### src/rtl/collision_player_multi.sv
// collision_player_multi
// Per-pixel player-vs-object collision detector for N_OBJ object channels.
// Each channel latches at most one hit per frame. A hit starts a cooldown
// that masks the channel for COOLDOWN_FRAMES whole frames. The block also
// reports the first channel hit in the frame, gives a summary of the previous
// frame's hits, and keeps a saturating total of hits.
module collision_player_multi #(
  parameter int N_OBJ           = 8,
  parameter int CNT_W           = 8,
  parameter int COOLDOWN_FRAMES = 2
) (
  input  logic                       clk,
  input  logic                       resetN,
  input  logic                       startOfFrame,
  input  logic                       playerDrawingRequest,
  input  logic [N_OBJ-1:0]           objDrawingRequest,
  input  logic [N_OBJ-1:0]           chanEnable,
  input  logic                       clrCount,
  output logic [N_OBJ-1:0]           hitPulse,
  output logic                       anyHit,
  output logic [$clog2(N_OBJ)-1:0]   firstHitIdx,
  output logic [N_OBJ-1:0]           frameHitVec,
  output logic                       frameValid,
  output logic [CNT_W-1:0]           totalHitCount
);

  localparam int IDX_W = $clog2(N_OBJ);
  localparam int SUM_W = CNT_W + IDX_W + 1;
  localparam int CD_W  = 4;
  localparam logic [CD_W-1:0]  COOL_LOAD = CD_W'(COOLDOWN_FRAMES);
  localparam logic [SUM_W-1:0] CNT_MAX   = SUM_W'({CNT_W{1'b1}});

  logic [CD_W-1:0]  coolCnt  [N_OBJ];
  logic [CD_W-1:0]  coolNext [N_OBJ];
  logic [N_OBJ-1:0] col;
  logic [N_OBJ-1:0] flagEff;
  logic [N_OBJ-1:0] newHits;
  logic [N_OBJ-1:0] hitNext;
  logic [IDX_W-1:0] newIdx;
  logic [SUM_W-1:0] hitSum;
  logic [SUM_W-1:0] sumAll;
  logic [CNT_W-1:0] countNext;

  // Cooldown seen by the current pixel. On startOfFrame the counters step
  // first, so a collision on that cycle uses the new frame's mask.
  always_comb begin
    for (int i = 0; i < N_OBJ; i++) begin
      coolNext[i] = coolCnt[i];
      if (startOfFrame) begin
        if (hitPulse[i])
          coolNext[i] = COOL_LOAD;
        else if (coolCnt[i] != '0)
          coolNext[i] = coolCnt[i] - 1'b1;
      end
    end
  end

  // Qualify collisions, find new hits, lowest new index and their popcount.
  always_comb begin
    flagEff = startOfFrame ? '0 : hitPulse;
    col     = '0;
    for (int i = 0; i < N_OBJ; i++)
      col[i] = playerDrawingRequest & objDrawingRequest[i] & chanEnable[i]
               & (coolNext[i] == '0);
    newHits = col & ~flagEff;
    hitNext = flagEff | newHits;
    newIdx  = '0;
    for (int i = N_OBJ - 1; i >= 0; i--)
      if (newHits[i]) newIdx = IDX_W'(i);
    hitSum = '0;
    for (int i = 0; i < N_OBJ; i++)
      hitSum = hitSum + SUM_W'(newHits[i]);
    sumAll    = SUM_W'(totalHitCount) + hitSum;
    countNext = (sumAll > CNT_MAX) ? {CNT_W{1'b1}} : sumAll[CNT_W-1:0];
  end

  // Register hit flags, summaries, counter and cooldowns.
  always_ff @(posedge clk or negedge resetN) begin
    if (!resetN) begin
      hitPulse      <= '0;
      anyHit        <= 1'b0;
      firstHitIdx   <= '0;
      frameHitVec   <= '0;
      frameValid    <= 1'b0;
      totalHitCount <= '0;
      for (int i = 0; i < N_OBJ; i++) coolCnt[i] <= '0;
    end else begin
      hitPulse   <= hitNext;
      anyHit     <= |hitNext;
      frameValid <= startOfFrame;
      if (startOfFrame) frameHitVec <= hitPulse;
      if ((startOfFrame || !anyHit) && (newHits != '0)) firstHitIdx <= newIdx;
      if (clrCount) totalHitCount <= '0;
      else          totalHitCount <= countNext;
      for (int i = 0; i < N_OBJ; i++) coolCnt[i] <= coolNext[i];
    end
  end

endmodule

### config.mk
export PLATFORM = sky130hd
export DESIGN_NAME = collision_player_multi
export DESIGN_NICKNAME = d
export VERILOG_FILES = /design/src/rtl/collision_player_multi.sv
export SDC_FILE = /design/constraint.sdc
export NUM_CORES = 1
export LEC_CHECK = 0
export ABC_AREA = 1
export CAP_MARGIN = 30
export CORE_ASPECT_RATIO = 1.25
export CORE_MARGIN = 1.5
export CORE_UTILIZATION = 51
export CTS_BUF_LIST = sky130_fd_sc_hd__clkbuf_2
export DETAILED_ROUTE_END_ITERATION = 6
export PLACE_DENSITY = 0.78
export SLEW_MARGIN = 5
export SYNTH_ARGS = -nofsm -noshare
export SYNTH_HDL_FRONTEND = slang
export SYNTH_SLANG_ARGS = --single-unit
### constraint.sdc
create_clock -name clk -period 4.05 [get_ports clk]
set_input_delay 0.6075 -clock clk [delete_from_list [all_inputs] [get_ports clk]]
set_output_delay 0.6075 -clock clk [all_outputs]
set_load 0.1 [all_outputs]
==> results.sh <==
export IMPL_outcome="complete, but fails checks"
export IMPL_violations="setup timing"
export IMPL_dieHeight_um=96.9
export IMPL_dpl_hpwl_mm=6.46
export IMPL_ios=50
export IMPL_clk_pin_slew_ps=180
export IMPL_rsz0062_at_grt="yes"
export IMPL_grt_usage=0.259
export IMPL_synth_avg_cell_area_um2=8.01
export IMPL_antenna_found_initial=0
export IMPL_p_total_mw=3.33
export IMPL_path_cells="inv_2, buf_4, nand3_1, xor2_1, nand2_1, nand2_2, nor2_4, nand3_2, inv_2, fa_1, inv_2, fa_1, fa_1, fa_2, fa_2, o21ai_2, nand2_2, nor2_4, nand2_4, o21ai_1, o21ai_1, inv_1"
export IMPL_cp_slowest_stage_delay_ps=490
export IMPL_vias_per_cell=5.11
export IMPL_endpoint_kind="flop"
export IMPL_drc=0
export IMPL_coreArea_um2=6890
export IMPL_final_setup_viol_count=8
export IMPL_grt_pass1_vias=3468
export IMPL_dr_first_iter_drc_count=200
export IMPL_clock_sinks=61
export IMPL_start_kind="flop"
export IMPL_insertion_delay_ps=520
export IMPL_num_antenna_cells=0
export IMPL_reg2reg_from="coolCnt[28]"
export IMPL_final_util=0.709
export IMPL_grt_max_degree=38
export IMPL_synth_most_common_cell="nand2_1"
export IMPL_slowest_stage="fa_1"
export IMPL_area_growth_pct=35.8
export IMPL_synth_edf_count=0
export IMPL_slew_headroom=0.336
export IMPL_port_buffers=49
export IMPL_dp_cells=625
export IMPL_fill_cells=553
export IMPL_drive_gt1_frac=0.280
export IMPL_slew_violations=0
export IMPL_cts_tree="yes"
export IMPL_async_flop_share=1.00
export IMPL_die_w_um=78.1
export IMPL_h_tree_depth=3
export IMPL_path_class="reg2reg"
export IMPL_worst_ep_required_time_ps=4540
export IMPL_irDropWorstVdd_uv=394
export IMPL_fin_nets=599
export IMPL_multi_input_area_um2=1980
export IMPL_yosys_area_top_type="dfrtp_1"
export IMPL_layout_setup_ws_ps=-225
export IMPL_path_max_fanout=6
export IMPL_start_util=0.522
export IMPL_cts_buffers_inserted=9
export IMPL_worst_slew_pin_slew_ps=993
export IMPL_drv_cap=0
export IMPL_layout_min_cycle_time_ps=4280
export IMPL_rr_endpoint="totalHitCount[5]"
export IMPL_seq_area_frac_synth=0.424
export IMPL_first_pass_iters=4
export IMPL_vias=3341
export IMPL_fin_cells=654
export IMPL_fin_area_um2=4880
export IMPL_row_count=34
export IMPL_wl_per_cell_um=14.1
export IMPL_clockBufferDepth=2
export IMPL_min_path_type="in2async"
export IMPL_synth_area_leaders="dfrtp_1 (42%), nand2_1 (16%), nor2_1 (4.9%)"
export IMPL_grt_pass1_wl_mm=15.2
export IMPL_yosys_cell_types_count=34
export IMPL_holdBufCountCts=0
export IMPL_root_buffer="clkbuf_2"
export IMPL_place_congestion=0.892
export IMPL_r2r_setup_slack_ps=-230
export IMPL_ys_ff_latch=61
export IMPL_grt_overflow_total=0
export IMPL_p_per_area_nw_per_um2=682
export IMPL_worstPathArrival_ps=4760
export IMPL_hold_violations=0
export IMPL_synth_common_cells="nand2_1 (155), dfrtp_1 (61), nor2_1 (47)"
export IMPL_wirelength_mm=9.25
export IMPL_dpl_cell_area_um2=4490
export IMPL_yosys_warnings=0
export IMPL_fin_worst_skew_ps=21.6
export IMPL_reg2regPathDepth=22
export IMPL_finalCritPeriodShare=1.06
export IMPL_die_area_um2=7570
export IMPL_max_freq_mhz=234
export IMPL_netlist_area_um2=3600
export IMPL_synthFlopType="dfrtp_1"
export IMPL_antenna_left=0
export IMPL_synth_cells=449
export IMPL_p_leak_nw=2.56
export IMPL_synth_nets=489
export IMPL_synth_top_cell_area_share=0.424
export IMPL_seqCellArea_um2=1530
[cell families (layout without fill, tap and decap cells)]
logic type | Yosys count | after routing | share of synthesized area
AOI/OAI and AO/OA | 35 | 35 | 0.0654
xor gates and xnor gates | 15 | 15 | 0.0365
adders and majority gates | 19 | 19 | 0.0766
buffers and inverters | 55 | 170 | 0.0678
DFF | 61 | 61 | 0.424
and+or+nand+nor | 264 | 264 | 0.329
[placed cells by master, fill, tap and decap left out, types with 2 or more instances in the layout]
cell type,instances
nor4_1,2
nand4_1,2
ha_4,2
xnor2_1,4
o211ai_2,2
o21ai_1,4
nand3_2,12
dfrtp_1,59
nand2_4,6
a21oi_2,5
o21ai_2,5
xor2_1,10
dfrtp_2,2
o21ai_0,2
nand3_1,17
clkbuf_2,11
a21boi_2,2
bufinv_16,2
fa_2,2
ha_1,12
a21oi_1,11
nor2_1,41
clkinv_2,3
buf_4,53
nand2_2,14
fa_1,3
buf_6,2
nand3b_1,4
inv_2,12
nor2_2,13
inv_1,36
nand2_1,146
nor2_4,4
clkdlybuf4s50_1,47
[worst max path at each step]
stage | startpoint | endpoint | slack, ps
final | coolCnt[28] | totalHitCount[5] | -230
after global routing | coolCnt[28] | totalHitCount[5] | -370
after CTS | coolCnt[28] | totalHitCount[2] | -100
after detailed placement | startOfFrame | totalHitCount[5] | -790
after global placement | startOfFrame | totalHitCount[5] | -650
after floorplan | startOfFrame | totalHitCount[5] | -230
[repair_timing]
action,in CTS,in global routing
buffers inserted,7,5
pin swaps,1,13
cloned,1,0
endpoints found under the setup margin,8,8
resized for setup,23,19
[sequential cells by signal, summed over array words and instances (netlist names)]
register and cells:
anyHit 1, coolCnt 32, firstHitIdx 3, frameHitVec 8
frameValid 1, hitPulse 8, totalHitCount 8
[layer usage]
layer  GRT usage  routed length (um)  up-vias
li1            -                   -     1631
met1       0.284                3530     1577
met2       0.469                4960       89
met3      0.0434                 348       44
met4       0.136                 416        0
met5           0                   0        -
[where the power goes]
part	switching, mW	internal, mW
Clock	0.227	0.207
Combinational	1.20	0.746
Sequential	0.153	0.805
[stage by stage]
| step | hold slack [ps] | setup TNS (ps) | setup WS (ps) |
|---|---|---|---|
| 4_1_cts | 184 | -541 | -105 |
| 5_1_grt | 231 | -2660 | -367 |
| 2_1_floorplan | 312 | -1170 | -229 |
| 3_5_place_dp | 463 | -5850 | -789 |
| 6_report | 168 | -1600 | -225 |
| 3_3_place_gp | 454 | -4740 | -652 |
[worst max-delay path: cells and delay by family, from the launching register on]
family | cells | cell delay, ps
adder cells (fa/ha/maj) | 5 | 2160
AND/OR/NAND/NOR | 8 | 790
flip-flops | 1 | 420
buffers and inverters | 5 | 340
AO/OA/AOI/OAI | 3 | 320
XOR/XNOR | 1 | 210
[final cells by class]
type / count / share of cell area
tap: 90 / 0.0231
timing repair buffer: 106 / 0.196
clock inverter: 5 / 0.0154
multi-input combinational: 333 / 0.404
inverter: 48 / 0.0369
clock buffer: 11 / 0.0113
sequential: 61 / 0.313
Note: power is estimated with default switching activity, not from simulation.
